File: config.mk
export PLATFORM = sky130hd
export DESIGN_NAME = pc_sequencer
export DESIGN_NICKNAME = d
export VERILOG_FILES = /design/src/rtl/pc_seq_pkg.sv /design/src/rtl/pc_target_calc.sv /design/src/rtl/pc_sequencer.sv
export SDC_FILE = /design/constraint.sdc
export NUM_CORES = 1
export LEC_CHECK = 0
export CAP_MARGIN = 20
export CORE_UTILIZATION = 42
export CTS_CLUSTER_DIAMETER = 40
export DETAILED_ROUTE_END_ITERATION = 16
export GPL_TIMING_DRIVEN = 1
export PLACE_DENSITY = 0.91
export SYNTH_ARGS = -nofsm -noshare
export SYNTH_HDL_FRONTEND = slang
export SYNTH_HIERARCHICAL = 1
export SYNTH_SLANG_ARGS = --single-unit
File: constraint.sdc
create_clock -name clk -period 2.7 [get_ports clk]
set_input_delay 0.54 -clock clk [delete_from_list [all_inputs] [get_ports clk]]
set_output_delay 0.54 -clock clk [all_outputs]
set_load 0.03 [all_outputs]
File: src/rtl/pc_seq_pkg.sv
// Shared types for the fetch program-counter sequencer: FSM states, redirect causes
// and the cause priority helper (trap > jalr > jal > taken branch).
package pc_seq_pkg;

  localparam int DEFAULT_ADDR_W = 16;

  typedef enum logic [1:0] {
    BOOT   = 2'd0,
    RUN    = 2'd1,
    BUBBLE = 2'd2
  } state_e;

  typedef enum logic [2:0] {
    NONE = 3'd0,
    BR   = 3'd1,
    JAL  = 3'd2,
    JALR = 3'd3,
    TRAP = 3'd4
  } cause_e;

  function automatic cause_e pick_cause(input logic trap_en, input logic jalr_en,
                                        input logic jal_en, input logic br_taken);
    cause_e c;
    if (trap_en) begin
      c = TRAP;
    end else if (jalr_en) begin
      c = JALR;
    end else if (jal_en) begin
      c = JAL;
    end else if (br_taken) begin
      c = BR;
    end else begin
      c = NONE;
    end
    return c;
  endfunction

endpackage

File: src/rtl/pc_target_calc.sv
// Redirect cause selection and word-index target arithmetic; every target wraps
// modulo 2^ADDR_W and the low two byte-offset bits are dropped.
module pc_target_calc
  import pc_seq_pkg::*;
#(
  parameter int XLEN   = 32,
  parameter int ADDR_W = DEFAULT_ADDR_W
) (
  input  logic [XLEN-1:0]   ex_pc,
  input  logic [XLEN-1:0]   imm,
  input  logic [XLEN-1:0]   jalr_base,
  input  logic [XLEN-1:0]   trap_vec,
  input  logic              br_taken,
  input  logic              jal_en,
  input  logic              jalr_en,
  input  logic              trap_en,
  output logic              redirect,
  output logic [ADDR_W-1:0] target
);

  cause_e            cause_s;
  logic [XLEN-1:0]   imm_sra_s;
  logic [XLEN-1:0]   jalr_sum_s;
  logic [ADDR_W-1:0] rel_tgt_s;
  logic              unused_bits_s;

  // imm is a byte offset; an arithmetic shift turns it into a signed word offset.
  assign imm_sra_s  = $signed(imm) >>> 2'd2;
  assign rel_tgt_s  = ex_pc[ADDR_W-1:0] + imm_sra_s[ADDR_W-1:0];
  assign jalr_sum_s = jalr_base + imm;

  assign unused_bits_s = ^{ex_pc[XLEN-1:ADDR_W], imm_sra_s[XLEN-1:ADDR_W],
                           jalr_sum_s[XLEN-1:ADDR_W+2], jalr_sum_s[1:0],
                           trap_vec[XLEN-1:ADDR_W]};

  // Highest-priority cause selects the target; lower causes are ignored.
  always_comb begin
    cause_s  = pick_cause(trap_en, jalr_en, jal_en, br_taken);
    redirect = (cause_s != NONE);
    case (cause_s)
      TRAP:    target = trap_vec[ADDR_W-1:0];
      JALR:    target = jalr_sum_s[ADDR_W+1:2];
      JAL, BR: target = rel_tgt_s;
      default: target = {ADDR_W{1'b0}};
    endcase
  end

endmodule

File: src/rtl/pc_sequencer.sv
// Fetch PC register with BOOT/RUN/BUBBLE sequencing and prioritised redirects.
// Optional performance counters are built when PC_PERF_EN is defined.
module pc_sequencer
  import pc_seq_pkg::*;
#(
  parameter int XLEN     = 32,
  parameter int ADDR_W   = DEFAULT_ADDR_W,
  parameter int RESET_PC = 0,
  parameter int BUBBLES  = 1
) (
  input  logic            clk,
  input  logic            rst_n,
  output logic            fetch_valid,
  input  logic            fetch_ready,
  output logic [XLEN-1:0] pc,
  input  logic [XLEN-1:0] ex_pc,
  input  logic [XLEN-1:0] imm,
  input  logic            br_taken,
  input  logic            jal_en,
  input  logic            jalr_en,
  input  logic [XLEN-1:0] jalr_base,
  input  logic            trap_en,
  input  logic [XLEN-1:0] trap_vec,
  output logic            flush,
  output logic [31:0]     redirect_cnt,
  output logic [31:0]     stall_cnt
);

  localparam logic [ADDR_W-1:0] RESET_IDX = ADDR_W'(RESET_PC);
  localparam logic [ADDR_W-1:0] PC_STEP   = ADDR_W'(1'b1);
  localparam logic [2:0]        BUB_LOAD  = 3'(BUBBLES);

  state_e            state_q, state_d;
  logic [ADDR_W-1:0] pc_q, pc_d;
  logic [2:0]        cnt_q, cnt_d;
  logic              flush_q, flush_d;
  logic              fetch_valid_q, fetch_valid_d;
  logic              redirect_s;
  logic              take_s;
  logic [ADDR_W-1:0] target_s;

  pc_target_calc #(.XLEN(XLEN), .ADDR_W(ADDR_W)) u_target (
    .ex_pc     (ex_pc),
    .imm       (imm),
    .jalr_base (jalr_base),
    .trap_vec  (trap_vec),
    .br_taken  (br_taken),
    .jal_en    (jal_en),
    .jalr_en   (jalr_en),
    .trap_en   (trap_en),
    .redirect  (redirect_s),
    .target    (target_s)
  );

  // Redirects resolving while still booting are not acted on.
  assign take_s = redirect_s && (state_q != BOOT);

  // Next-state logic: redirect beats an accepted fetch; bubbles count down to RUN.
  always_comb begin
    state_d = state_q;
    pc_d    = pc_q;
    cnt_d   = cnt_q;
    flush_d = 1'b0;
    case (state_q)
      BOOT: begin
        state_d = RUN;
      end
      RUN: begin
        if (take_s) begin
          pc_d    = target_s;
          flush_d = 1'b1;
          if (BUB_LOAD != 3'd0) begin
            state_d = BUBBLE;
            cnt_d   = BUB_LOAD;
          end else begin
            state_d = RUN;
          end
        end else if (fetch_ready) begin
          pc_d = pc_q + PC_STEP;
        end else begin
          pc_d = pc_q;
        end
      end
      BUBBLE: begin
        if (take_s) begin
          pc_d    = target_s;
          flush_d = 1'b1;
          cnt_d   = BUB_LOAD;
        end else if (cnt_q <= 3'd1) begin
          state_d = RUN;
          cnt_d   = 3'd0;
        end else begin
          cnt_d = cnt_q - 3'd1;
        end
      end
      default: begin
        state_d = BOOT;
        pc_d    = RESET_IDX;
        cnt_d   = 3'd0;
      end
    endcase
    fetch_valid_d = (state_d == RUN);
  end

  // State and registered outputs.
  always_ff @(posedge clk or negedge rst_n) begin
    if (!rst_n) begin
      state_q       <= BOOT;
      pc_q          <= RESET_IDX;
      cnt_q         <= 3'd0;
      flush_q       <= 1'b0;
      fetch_valid_q <= 1'b0;
    end else begin
      state_q       <= state_d;
      pc_q          <= pc_d;
      cnt_q         <= cnt_d;
      flush_q       <= flush_d;
      fetch_valid_q <= fetch_valid_d;
    end
  end

  assign fetch_valid = fetch_valid_q;
  assign flush       = flush_q;
  assign pc          = {{(XLEN-ADDR_W){1'b0}}, pc_q};

`ifdef PC_PERF_EN
  logic [31:0] redirect_cnt_q, redirect_cnt_d;
  logic [31:0] stall_cnt_q, stall_cnt_d;

  // Event counters wrap naturally at 2^32.
  always_comb begin
    if (take_s) begin
      redirect_cnt_d = redirect_cnt_q + 32'd1;
    end else begin
      redirect_cnt_d = redirect_cnt_q;
    end
    if ((state_q == RUN) && !fetch_ready) begin
      stall_cnt_d = stall_cnt_q + 32'd1;
    end else begin
      stall_cnt_d = stall_cnt_q;
    end
  end

  // Counter registers.
  always_ff @(posedge clk or negedge rst_n) begin
    if (!rst_n) begin
      redirect_cnt_q <= 32'd0;
      stall_cnt_q    <= 32'd0;
    end else begin
      redirect_cnt_q <= redirect_cnt_d;
      stall_cnt_q    <= stall_cnt_d;
    end
  end

  assign redirect_cnt = redirect_cnt_q;
  assign stall_cnt    = stall_cnt_q;
`else
  assign redirect_cnt = 32'd0;
  assign stall_cnt    = 32'd0;
`endif

endmodule

== After elaboration in Yosys (flattened, before gate mapping) ==
Cells that the tools add are included.
Widths: inputs -> output; s select.

* Bits of input ports: 135
* Memories kept: 0
* Bits in latches: 0
* Logic and storage cells: 48
* Register bits: 23
* Memory bits (read-only): 0
* Bits in writable memories: 0

* Multiply operators: 0
* Reductions and logical operators: 8
* Bitwise operators: 1
* Shifts and indexed selects: 0
* Equality and inequality tests: 10
* Add/sub/neg operators: 4
* Mux-type cells: 19
* Divide/modulo/power cells: 0
* Order comparisons: 1

{| class="wikitable"
|+ Operators by type and width
! kind !! count
|-
| $pmux 16 s3 || 2
|-
| $mux 16 || 3
|-
| $add 18x18->18 || 1
|-
| $mux 3 || 6
|-
| $add 16x1->16 const B || 1
|-
| $add 16x16->16 || 1
|-
| $pmux 3 s3 || 1
|-
| $eq 3x2->1 const B || 2
|-
| $mux 2 || 3
|-
| $pmux 2 s3 || 1
|-
| $eq 2x1->1 const B || 2
|-
| $ne 2x2->1 const B || 2
|-
| $reduce_or 2->1 || 2
|-
| $eq 3x1->1 const B || 1
|-
| $eq 3x3->1 const B || 1
|-
| $le 3x1->1 const B || 1
|-
| $mux 1 || 3
|-
| $ne 3x3->1 const B || 1
|-
| $reduce_and 3->1 || 1
|-
| $reduce_bool 3->1 || 1
|-
| $sub 3x1->3 const B || 1
|-
| $eq 2x2->1 const B || 1
|-
| $logic_not 2->1 || 1
|-
| $reduce_and 2->1 || 1
|-
| other kinds (3) || 3
|}

== Logic depth before layout (Yosys ltp) ==
Gate-level depths: netlist of run 1.

* Depth after elaboration: 9
* Depth in mapped cells: 11
* Depth with buffers taken out: 11

== Modules after synthesis ==
The synthesis of run 1 kept the hierarchy.

{| class="wikitable"
|+ Modules (own cells, without submodules)
! module !! area each (µm²) !! times used !! sequential area each (µm²) !! cells an instance
|-
| pc_sequencer || 2169.6 || 1 || 575.6 || 255
|-
| pc_target_calc || 1689.1 || 1 || 0.0 || 234
|}

== Worst setup path before layout of run 1 ==
OpenSTA, ideal clock, no wires.

* Path kind: input to register
* Start: in ex_pc[0]
* End: reg pc_q[14]
* Stages: 11
* Path buffers: 0
* Setup slack: -103 ps
* Data arrival time: 2685 ps
* Library setup time: 118 ps
* Cells stage by stage: ha_1 > fa_1 > a211oi_1 > o31ai_1 > a31oi_1 > o21ai_1 > a21oi_1 > xor2_1 > o221ai_1 > a22o_1 > a21o_1

* Longest elaborated chain between the ends: 4

{| class="wikitable"
|+ Ends and longest elaborated chain
! what !! line !! text
|-
| start: declaration || pc_sequencer.sv:16 || <nowiki>input logic [XLEN-1:0] ex_pc,</nowiki>
|-
| $add 16x16->16 (*) || pc_target_calc.sv:29 || <nowiki>assign rel_tgt_s = ex_pc[ADDR_W-1:0] + imm_sra_s[ADDR_W-1:0];</nowiki>
|-
| $pmux 16 s3 (*) || pc_target_calc.sv:40 || <nowiki>case (cause_s)</nowiki>
|-
| via target_s[14] || pc_sequencer.sv:40 || <nowiki>logic [ADDR_W-1:0] target_s;</nowiki>
|-
| $mux 16 (on tied branches) || pc_sequencer.sv:85, pc_sequencer.sv:69 ||
|-
| $pmux 16 s3 (*) || pc_sequencer.sv:64 || <nowiki>case (state_q)</nowiki>
|-
| end signal: assignment || pc_sequencer.sv:115 || <nowiki>pc_q <= pc_d;</nowiki>
|-
| end: declaration || pc_sequencer.sv:34 || <nowiki>logic [ADDR_W-1:0] pc_q, pc_d;</nowiki>
|}

Mark *: on every way through the listed nets, which the timed path passes. The rest lies on a longest branch. The select of a mux whose other input is x is not followed.
A chain may end at the register's enable or synchronous reset.

== Worst setup path in the final report of run 1 ==
* Start: in imm[2]
* End: reg pc_q[14]

* Longest elaborated chain between the ends: 4

{| class="wikitable"
|+ Ends and longest elaborated chain
! what !! line !! text
|-
| start: declaration || pc_sequencer.sv:17 || <nowiki>input logic [XLEN-1:0] imm,</nowiki>
|-
| $add 18x18->18 / $add 16x16->16 (equally long branches) || pc_target_calc.sv:30, pc_target_calc.sv:29 ||
|-
| $pmux 16 s3 (*) || pc_target_calc.sv:40 ||
|-
| via target_s[14] || pc_sequencer.sv:40 ||
|-
| $mux 16 (on tied branches) || pc_sequencer.sv:85, pc_sequencer.sv:69 ||
|-
| $pmux 16 s3 (*) || pc_sequencer.sv:64 ||
|}

Marks and branches as above.

==> impl_metrics.env, run 1 <==
export IMPL_final_common_cell="sky130_fd_sc_hd__buf_4"
export IMPL_track_usage=0.248
export IMPL_fin_hold_ws_ns=0.516
export IMPL_power_leakage_nw=2.51
export IMPL_min_delay_path_class="register to register"
export IMPL_cts_clk_slew_worst_paths_ns=0.09
export IMPL_finalWorstPathRequiredPeriod_ns=2.66
export IMPL_yosys_top_cells_area="sky130_fd_sc_hd__buf_4, sky130_fd_sc_hd__dfrtp_1, sky130_fd_sc_hd__ha_1"
export IMPL_number_of_max_capacitance_violations_reported=0
export IMPL_antenna_violating_nets_post_route=0
export IMPL_netlist_area_leader_share=0.158
export IMPL_ys_warnings=6
export IMPL_io_pins=233
export IMPL_drt_pre_antenna_iters=11
export IMPL_final_cell_mix="sky130_fd_sc_hd__buf_4, sky130_fd_sc_hd__conb_1, sky130_fd_sc_hd__clkdlybuf4s50_1"
export IMPL_number_of_cell_instances_on_the_worst_register_to_register_path=6
export IMPL_hold_viol=0
export IMPL_run_status="complete, but fails checks"
export IMPL_synth_seq_cells=23
export IMPL_cts_max_level=1
export IMPL_clock_tree_from_tritoncts="done"
export IMPL_timing_rr_start="state_q[0]"
export IMPL_die_area_um2=9570
export IMPL_cts_inserted_buffers=3
export IMPL_synth_cells=489
export IMPL_worst_setup_path_end_kind="register"
export IMPL_floorplan_die_width_um=97.9
export IMPL_clk_root_buffer_cell="sky130_fd_sc_hd__clkbuf_8"
export IMPL_antennaDiodeCount=0
export IMPL_synthDistinctLibCells=68
export IMPL_endpoint_arrival_time_on_the_critical_path_ns=2.83
export IMPL_critical_path_peak_fanout=2
export IMPL_grt_max_degree=24
export IMPL_final_nets=830
export IMPL_worst_r2r_setup_slack_ns=0.60
export IMPL_clkLatencyLatePin_ns=0.27
export IMPL_cts_buffer_depth=2
export IMPL_share_of_layout_cells_above_drive_strength_1=0.246
export IMPL_max_stage_delay_ns=0.42
export IMPL_timing_max_transition_violations_final=0
export IMPL_global_route_overflow_total=0
export IMPL_post_place_cells=754
export IMPL_fp_coreArea_um2=8810
export IMPL_postRouteWirelength_um=12600
export IMPL_count_of_placed_standard_cells_in_the_final_layout_fillers_left_out=763
export IMPL_detailedPlacementHpwl_um=9540
export IMPL_synth_main_ff_cell="sky130_fd_sc_hd__dfrtp_1"
export IMPL_die_height_um=97.9
export IMPL_vdd_ir_drop_worst_uv=339
export IMPL_worst_path_buf_inv=1
export IMPL_first_global_vias=4248
export IMPL_holdCritStartpoint="cnt_q[2]"
export IMPL_cts_sinks=23
export IMPL_fp_row_count=34
export IMPL_critical_path_cell_by_cell="buf_2, ha_4, fa_2, a211oi_4, o31ai_4, a31oi_2, o21ai_1, a21oi_2, xor2_1, o221ai_1, a22o_1, a21o_1"
export IMPL_proportion_of_synthesized_chip_area_in_sequential_cells=0.149
export IMPL_worstSetupPathType="input pin to register"
export IMPL_fmaxAchievable_ghz=0.377
export IMPL_antenna_found_initial=0
export IMPL_timing_hold_worst_endpoint="cnt_q[2]"
export IMPL_effective_utilization_at_floorplan=0.438
export IMPL_grt_first_pass_wirelength_um=19600
export IMPL_synth_area_um2=3860
export IMPL_worst_path_max_delay_cell="sky130_fd_sc_hd__fa_2"
export IMPL_min_delay_path_depth=2
export IMPL_finalSetupViolations=0
export IMPL_post_synth_cell_area_avg_um2=7.89
export IMPL_post_drt_via_cell_ratio=5.67
export IMPL_number_of_buffers_added_on_ports=92
export IMPL_synthToLayoutAreaGrowth_pct=46.6
export IMPL_detailedRoute_firstIterationViolations=233
export IMPL_kind_of_start_point_of_the_critical_path="input pin"
export IMPL_required_ns=2.87
export IMPL_yosysTopAreaCell="sky130_fd_sc_hd__buf_4"
export IMPL_layout_filler_cells=691
export IMPL_finClkSkew_ns=0.00134
export IMPL_max_slew_headroom=0.422
export IMPL_dpl_instance_area_um2=5150
export IMPL_edff_count_synth=0
export IMPL_postSynth_asyncResetShare=1.00
export IMPL_r2r_end="pc_q[15]"
export IMPL_power_density_cell_area_nw_per_um2=548
export IMPL_layout_core_utilization=0.643
export IMPL_min_period_over_period=0.983
export IMPL_num_vias=4323
export IMPL_place_gp_congestion=0.902
export IMPL_post_drt_wl_per_cell_um=16.5
export IMPL_worst_slew_pin_transition_ns=0.860
export IMPL_crit_family="compound AO/OA/AOI/OAI gates"
export IMPL_detail_route_drc_violations=18
export IMPL_violations="design-rule violations"
export IMPL_post_route_cell_area_um2=5660
-- kinds of logic (layout without fill, tap and decap cells) --
family	Yosys count	count (layout)	synth area share
compound gates	159	159	0.278
xor+xnor	28	28	0.0636
fa+ha+maj	39	39	0.128
buf+inv	107	194	0.186
flops	23	23	0.149
mux	3	3	0.00875
other cells	1	80	0.000972
simple gates	129	129	0.185
-- registers in the layout, indices dropped and copies added, names as in the netlist --
signal	cells
pc_q	16
cnt_q	3
state_q	2
fetch_valid	1
flush	1
-- final cells by class --
type                    instances  area, um2  share of cell area
repair buffers                178       1560               0.275
well taps                     108        135              0.0239
inverters                      12       45.0             0.00796
clock buffers                   4       45.0             0.00796
flip-flops and latches         23        576               0.102
multi-input cells             438       3300               0.583
-- per-stage QoR --
step	setup WS (ns)	total power [mW]	TNS, ns
floorplan	0.00642	2.01	0
global placement	-0.537	2.63	-3.76
detailed placement	-0.591	2.70	-4.89
CTS	0.00508	2.99	0
global route	-0.0216	3.28	-0.0394
finish	0.0447	3.10	0
-- tightest hold or removal path, cell delays in order, from the launching register on --
cell and delay [ns]:
sky130_fd_sc_hd__dfrtp_1 0.36, sky130_fd_sc_hd__nand2_1 0.05, sky130_fd_sc_hd__o21ai_0 0.07
-- routing by layer --
metal,share of wire,global-route usage,up-vias,routed length (um)
met2,0.52,0.457,255,6520
met4,0.032,0.110,0,402
li1,-,-,1991,-
met1,0.38,0.288,2038,4820
met5,0,0,-,0
met3,0.067,0.0258,39,836
-- cells in the mapped netlist (3+ instances only) --
library cell / number
sky130_fd_sc_hd__mux2_2: 3
sky130_fd_sc_hd__xor2_1: 16
sky130_fd_sc_hd__nand2_1: 36
sky130_fd_sc_hd__nor4_1: 5
sky130_fd_sc_hd__o21a_1: 5
sky130_fd_sc_hd__dfrtp_1: 23
sky130_fd_sc_hd__ha_1: 38
sky130_fd_sc_hd__and2_1: 3
sky130_fd_sc_hd__clkbuf_1: 8
sky130_fd_sc_hd__or3_1: 3
sky130_fd_sc_hd__nand3_1: 11
sky130_fd_sc_hd__o31ai_1: 6
sky130_fd_sc_hd__xnor2_1: 12
sky130_fd_sc_hd__o211ai_1: 6
sky130_fd_sc_hd__a221o_1: 4
sky130_fd_sc_hd__nor3_1: 7
sky130_fd_sc_hd__nand4_1: 11
sky130_fd_sc_hd__buf_4: 81
sky130_fd_sc_hd__o221ai_1: 3
sky130_fd_sc_hd__and3_1: 3
sky130_fd_sc_hd__a21o_1: 8
sky130_fd_sc_hd__o21ai_1: 5
sky130_fd_sc_hd__buf_2: 5
sky130_fd_sc_hd__a31oi_1: 10
sky130_fd_sc_hd__inv_1: 12
sky130_fd_sc_hd__a22oi_1: 18
sky130_fd_sc_hd__nor2_1: 18
sky130_fd_sc_hd__nor2b_1: 10
sky130_fd_sc_hd__nand2b_1: 3
sky130_fd_sc_hd__o21ai_0: 38
sky130_fd_sc_hd__a21oi_1: 31
sky130_fd_sc_hd__nor3b_1: 3
-- what timing repair did --
action                     4_1_cts  5_1_grt
gates resized for setup         69       46
hold buffers                     0        0
setup buffers                    3        2
hold endpoints to repair         0        0
setup endpoints to repair        8        6
pin swaps                       31       20
-- worst max-delay path by stage --
stage	start	end	slack, ns	cells past startpoint
5_1_grt	imm[2]	pc_q[14]	-0.02	12
4_1_cts	ex_pc[4]	pc_q[12]	0.005	12
3_3_place_gp	imm[2]	pc_q[15]	-0.54	12
3_5_place_dp	imm[2]	pc_q[15]	-0.59	12
2_1_floorplan	ex_pc[0]	pc_q[14]	0.006	11
6_report	imm[2]	pc_q[14]	0.04	12
-- report_power, final --
group	leakage (nW)	internal, mW	switching, mW
Sequential	0.309	0.478	0.203
Combinational	2.18	0.940	1.25
Clock	0.0228	0.106	0.123
Total	2.51	1.52	1.58
(Power assumes the default switching activity.)
==> inputs of run 2 (changes only) <==
--- a/config.mk
+++ b/config.mk
@@ -11,6 +11,7 @@
 export DETAILED_ROUTE_END_ITERATION = 16
 export GPL_TIMING_DRIVEN = 1
 export PLACE_DENSITY = 0.91
+export SETUP_SLACK_MARGIN = 0.1
 export SYNTH_ARGS = -nofsm -noshare
 export SYNTH_HDL_FRONTEND = slang
 export SYNTH_HIERARCHICAL = 1
==> impl_metrics.env, run 2 (same netlist as run 1, synthesis figures left out) <==
export IMPL_final_common_cell="sky130_fd_sc_hd__buf_4"
export IMPL_floorplan_die_width_um=97.9
export IMPL_post_drt_wl_per_cell_um=16.7
export IMPL_postRouteWirelength_um=12900
export IMPL_detailedRoute_firstIterationViolations=237
export IMPL_violations="design-rule violations"
export IMPL_timing_hold_worst_endpoint="cnt_q[2]"
export IMPL_antennaDiodeCount=0
export IMPL_cts_clk_slew_worst_paths_ns=0.10
export IMPL_synthToLayoutAreaGrowth_pct=49.6
export IMPL_first_global_vias=4095
export IMPL_finalSetupViolations=0
export IMPL_dpl_instance_area_um2=5160
export IMPL_io_pins=233
export IMPL_clock_tree_from_tritoncts="done"
export IMPL_antenna_found_initial=0
export IMPL_min_delay_path_depth=2
export IMPL_min_period_over_period=0.957
export IMPL_number_of_buffers_added_on_ports=92
export IMPL_critical_path_peak_fanout=2
export IMPL_worst_r2r_setup_slack_ns=0.60
export IMPL_min_delay_path_class="register to register"
export IMPL_crit_family="compound AO/OA/AOI/OAI gates"
export IMPL_fp_coreArea_um2=8810
export IMPL_hold_buf_count_cts=0
export IMPL_setup_total_negative_slack_ns=0
export IMPL_holdCritStartpoint="cnt_q[2]"
export IMPL_die_area_um2=9570
export IMPL_post_route_cell_area_um2=5770
export IMPL_crit_path_frequent_cell="sky130_fd_sc_hd__o31ai_4"
export IMPL_clk_root_buffer_cell="sky130_fd_sc_hd__clkbuf_8"
export IMPL_die_height_um=97.9
export IMPL_cts_sinks=23
export IMPL_kind_of_start_point_of_the_critical_path="input pin"
export IMPL_r2r_end="pc_q[15]"
export IMPL_largest_register_ffs=16
export IMPL_clkLatencyLatePin_ns=0.28
export IMPL_worst_path_max_delay_cell="sky130_fd_sc_hd__a221o_1"
export IMPL_hold_viol=0
export IMPL_antenna_violating_nets_post_route=0
export IMPL_number_of_max_capacitance_violations_reported=0
export IMPL_regMostFlops="pc_q"
export IMPL_timing_max_transition_violations_final=0
export IMPL_reg_top3="pc_q (16), cnt_q (3), state_q (2)"
export IMPL_worst_path_buf_inv=1
export IMPL_share_of_layout_cells_above_drive_strength_1=0.284
export IMPL_finClkSkew_ns=0.00907
export IMPL_post_layout_total_power_mw=3.14
export IMPL_layout_core_utilization=0.656
export IMPL_timing_rr_start="state_q[0]"
export IMPL_cts_buffer_depth=2
export IMPL_run_status="complete, but fails checks"
export IMPL_endpoint_arrival_time_on_the_critical_path_ns=2.74
export IMPL_post_drt_via_cell_ratio=5.62
export IMPL_count_of_placed_standard_cells_in_the_final_layout_fillers_left_out=773
export IMPL_num_vias=4346
export IMPL_vdd_ir_drop_worst_uv=298
export IMPL_final_cell_mix="sky130_fd_sc_hd__buf_4, sky130_fd_sc_hd__conb_1, sky130_fd_sc_hd__clkdlybuf4s50_1"
export IMPL_place_gp_congestion=0.918
export IMPL_critical_path_cell_by_cell="dlygate4sd2_1, ha_4, a21oi_4, o31ai_4, a31oi_2, o31ai_4, a311oi_2, xnor2_1, a221o_1, a22oi_2, o311ai_2"
export IMPL_fmaxAchievable_ghz=0.387
export IMPL_max_stage_delay_ns=0.37
export IMPL_grt_max_degree=24
export IMPL_drt_pre_antenna_iters=11
export IMPL_rsz0062_at_grt="true"
export IMPL_max_slew_headroom=0.621
export IMPL_effective_utilization_at_floorplan=0.438
export IMPL_detailedPlacementHpwl_um=9260
export IMPL_finalWorstPathRequiredPeriod_ns=2.58
export IMPL_track_usage=0.245
export IMPL_worst_slew_pin_transition_ns=0.568
export IMPL_worstSetupPathType="input pin to register"
export IMPL_required_ns=2.85
export IMPL_fp_row_count=34
export IMPL_final_nets=840
export IMPL_worst_setup_path_end_kind="register"
export IMPL_cts_max_level=1
export IMPL_power_density_cell_area_nw_per_um2=544
export IMPL_power_leakage_nw=2.56
export IMPL_detail_route_drc_violations=14
export IMPL_number_of_cell_instances_on_the_worst_register_to_register_path=6
export IMPL_post_place_cells=753
export IMPL_grt_first_pass_wirelength_um=19300
export IMPL_global_route_overflow_total=0
export IMPL_cts_inserted_buffers=3
run 2: cell count changes in the layout (fill, tap and decap cells not counted), sizes merged:
cell / change
buf: +11
clkbuf: +10
dlygate4sd2: -10
clkdlybuf4s50: -3
clkinvlp: +1
dlymetal6s2s: +1
run 2: where the power goes:
part           switching [mW]  internal (mW)
clock                   0.133          0.105
sequential              0.201          0.478
combinational            1.26          0.965
run 2: layout make-up:
class                           instances  area [um2]
Fill cell                             692        3030
Tap cell                              108         135
Clock inverter                          1        7.51
Sequential cell                        23         576
Multi-Input combinational cell        438        3370
Clock buffer                            3        41.3
Inverter                               12        45.0
Timing Repair Buffer                  188        1600
run 2: timing repair:
action,CTS,global route
gates resized for setup,83,69
setup buffers,7,9
pin swaps,33,38
setup endpoints to repair,11,8
endpoints found under the hold margin,0,0
run 2: layer usage:
layer | part of all wire | GRT usage
met1 | 0.40 | 0.300
met2 | 0.51 | 0.449
met3 | 0.069 | 0.0243
met5 | 0 | 0
met4 | 0.024 | 0.0746
run 2: worst max-delay path by stage:
stage | startpoint | to | slack [ns] | cells past startpoint
after floorplan | ex_pc[0] | pc_q[14] | 0.05 | 11
after global placement | imm[2] | pc_q[15] | -0.54 | 12
after detailed placement | imm[2] | pc_q[15] | -0.57 | 12
after CTS | imm[2] | pc_q[14] | 0.06 | 12
after global routing | ex_pc[10] | pc_q[13] | 0.05 | 12
final | imm[5] | pc_q[15] | 0.12 | 11
run 2: per-stage QoR:
step,hold slack [ns],worst slack (ns)
detailed placement,0.480,-0.572
floorplan,0.244,0.0495
global placement,0.463,-0.540
global route,0.570,0.0545
finish,0.506,0.116
CTS,0.503,0.0589
run 2: worst register-to-register path, delay by kind of cell (launching register included):
kind / cells / cell delay [ns]
and+or+nand+nor: 2 / 0.76
adders and majority gates: 1 / 0.36
DFF: 1 / 0.40
AOI/OAI and AO/OA: 2 / 0.37
buffers and inverters: 1 / 0.08
==> inputs of run 3 (changes only) <==
--- a/config.mk
+++ b/config.mk
@@ -6,11 +6,11 @@
 export NUM_CORES = 1
 export LEC_CHECK = 0
 export CAP_MARGIN = 20
-export CORE_UTILIZATION = 42
+export CORE_UTILIZATION = 39
 export CTS_CLUSTER_DIAMETER = 40
 export DETAILED_ROUTE_END_ITERATION = 16
 export GPL_TIMING_DRIVEN = 1
-export PLACE_DENSITY = 0.91
+export PLACE_DENSITY = 0.85
 export SETUP_SLACK_MARGIN = 0.1
 export SYNTH_ARGS = -nofsm -noshare
 export SYNTH_HDL_FRONTEND = slang
==> constraint.sdc (replaced) <==
create_clock -name clk -period 2.88 [get_ports clk]
set_input_delay 0.576 -clock clk [delete_from_list [all_inputs] [get_ports clk]]
set_output_delay 0.576 -clock clk [all_outputs]
set_load 0.03 [all_outputs]
==> impl_metrics.env, run 3 (same netlist as run 1, synthesis figures left out) <==
export IMPL_run_status="finished, final reports clean"
export IMPL_power_density_cell_area_nw_per_um2=505
export IMPL_postRouteWirelength_um=12500
export IMPL_post_drt_via_cell_ratio=5.37
export IMPL_max_stage_delay_ns=0.44
export IMPL_clock_tree_from_tritoncts="done"
export IMPL_min_delay_path_depth=2
export IMPL_final_common_cell="sky130_fd_sc_hd__buf_4"
export IMPL_fp_coreArea_um2=9420
export IMPL_power_leakage_nw=2.61
export IMPL_finalSetupViolations=0
export IMPL_effective_utilization_at_floorplan=0.410
export IMPL_largest_register_ffs=16
export IMPL_min_period_over_period=0.934
export IMPL_fp_row_count=35
export IMPL_timing_max_transition_violations_final=0
export IMPL_clk_root_buffer_cell="sky130_fd_sc_hd__clkbuf_8"
export IMPL_finalWorstPathRequiredPeriod_ns=2.69
export IMPL_worst_slew_pin_transition_ns=0.719
export IMPL_rsz0062_at_grt="false"
export IMPL_detailedPlacementHpwl_um=9470
export IMPL_number_of_buffers_added_on_ports=92
export IMPL_place_ws_ns=-0.538
export IMPL_worstSetupPathType="input pin to register"
export IMPL_worst_path_buf_inv=1
export IMPL_worst_setup_path_end_kind="register"
export IMPL_cts_max_level=1
export IMPL_regMostFlops="pc_q"
export IMPL_synthToLayoutAreaGrowth_pct=48.7
export IMPL_layout_core_utilization=0.609
export IMPL_launching_instance_or_port_of_the_critical_path="jalr_base[5]"
export IMPL_reg_top3="pc_q (16), cnt_q (3), state_q (2)"
export IMPL_place_gp_congestion=0.877
export IMPL_worst_path_max_delay_cell="sky130_fd_sc_hd__clkdlybuf4s50_1"
export IMPL_antenna_violating_nets_post_route=0
export IMPL_timing_rr_start="state_q[0]"
export IMPL_cts_inserted_buffers=3
export IMPL_global_route_overflow_total=0
export IMPL_final_nets=829
export IMPL_r2r_end="pc_q[15]"
export IMPL_number_of_cell_instances_on_the_worst_register_to_register_path=6
export IMPL_critical_path_cell_by_cell="clkdlybuf4s50_1, ha_4, a21oi_4, o31ai_2, a31oi_2, o31ai_4, a311oi_2, xnor2_1, a221o_1, a22oi_1, o311ai_1"
export IMPL_timing_hold_worst_endpoint="cnt_q[2]"
export IMPL_floorplan_die_width_um=101
export IMPL_fmaxAchievable_ghz=0.372
export IMPL_cts_clk_slew_worst_paths_ns=0.09
export IMPL_worst_r2r_setup_slack_ns=0.77
export IMPL_antenna_found_initial=0
export IMPL_io_pins=233
export IMPL_clkLatencyLatePin_ns=0.27
export IMPL_cts_sinks=23
export IMPL_num_vias=4208
export IMPL_min_delay_path_class="register to register"
export IMPL_cts_buffer_depth=2
export IMPL_finClkSkew_ns=0.00323
export IMPL_antennaDiodeCount=0
export IMPL_grt_first_pass_wirelength_um=18900
export IMPL_first_global_vias=4026
export IMPL_post_drt_wl_per_cell_um=16.0
export IMPL_max_slew_headroom=0.517
export IMPL_holdCritStartpoint="cnt_q[2]"
export IMPL_die_area_um2=10300
export IMPL_crit_family="compound AO/OA/AOI/OAI gates"
export IMPL_die_height_um=101
export IMPL_detail_route_drc_violations=0
export IMPL_number_of_max_capacitance_violations_reported=0
export IMPL_critical_path_peak_fanout=2
export IMPL_drt_pre_antenna_iters=5
export IMPL_required_ns=3.03
export IMPL_setup_total_negative_slack_ns=0
export IMPL_kind_of_start_point_of_the_critical_path="input pin"
export IMPL_timing_critical_path_depth=11
export IMPL_final_cell_mix="sky130_fd_sc_hd__buf_4, sky130_fd_sc_hd__conb_1, sky130_fd_sc_hd__clkdlybuf4s50_1"
export IMPL_endpoint_arrival_time_on_the_critical_path_ns=2.84
export IMPL_detailedRoute_firstIterationViolations=214
export IMPL_vdd_ir_drop_worst_uv=296
export IMPL_share_of_layout_cells_above_drive_strength_1=0.245
export IMPL_hold_viol=0
export IMPL_track_usage=0.228
export IMPL_final_setup_worst_slack_ns=0.189
export IMPL_grt_max_degree=24
[run 3: changes by cell type in the layout (fill, tap and decap cells not counted), sizes merged]
cell           before  now
clkdlybuf4s50      55   60
clkinvlp            1    0
dlygate4sd2         7    8
clkdlybuf4s15       3    0
buf                99   87
clkbuf             16    4
dlymetal6s2s       11   22
[run 3: what timing repair did]
item | CTS | global route
hold buffers | 0 | 0
resized for setup | 44 | 67
setup endpoints to repair | 7 | 7
pin swaps | 27 | 28
setup buffers | 3 | 2
hold endpoints to repair | 0 | 0
[run 3: worst reg2reg max path, cell delays in order (launching register included)]
cell and delay [ns]:
sky130_fd_sc_hd__dfrtp_1 0.41, sky130_fd_sc_hd__inv_1 0.09, sky130_fd_sc_hd__ha_1 0.36, sky130_fd_sc_hd__nor2b_1 0.24, sky130_fd_sc_hd__or3_1 0.52, sky130_fd_sc_hd__a22oi_1 0.24, sky130_fd_sc_hd__o311ai_1 0.12
[run 3: cell type report]
class	instances	area, um2
clock buffers	4	45.0
flip-flops and latches	23	576
fillers	786	3680
multi-input cells	438	3310
inverters	12	45.0
repair buffers	177	1600
well taps	129	161
[run 3: metrics by stage]
stage / instance area [um2] / total power, mW / cells / hold slack (ns)
2_1_floorplan: 4160 / 1.88 / 568 / 0.280
3_3_place_gp: 5170 / 2.45 / 774 / 0.463
3_5_place_dp: 5170 / 2.53 / 774 / 0.482
4_1_cts: 5420 / 2.78 / 781 / 0.503
5_1_grt: 5740 / 3.09 / 783 / 0.550
6_report: 5740 / 2.90 / 783 / 0.502
[run 3: per-layer routing]
metal  GRT usage  vias to the layer above  wire (um)
met5           0                        -          0
met4      0.0669                        0        250
met3      0.0193                       19        686
met2       0.430                      205       6500
met1       0.275                     1998       5060
li1            -                     1986          -
[run 3: power breakdown]
| part | switching, mW | total, mW | leakage, nW | internal (mW) |
|---|---|---|---|---|
| registers | 0.195 | 0.643 | 0.309 | 0.448 |
| logic | 1.17 | 2.04 | 2.27 | 0.873 |
| clock network | 0.114 | 0.213 | 0.0228 | 0.0992 |
[run 3: worst max path at each step]
stage	endpoint
after floorplan	pc_q[14]
after global placement	pc_q[14]
after detailed placement	pc_q[14]
after CTS	pc_q[14]
after global routing	pc_q[15]
final	pc_q[15]
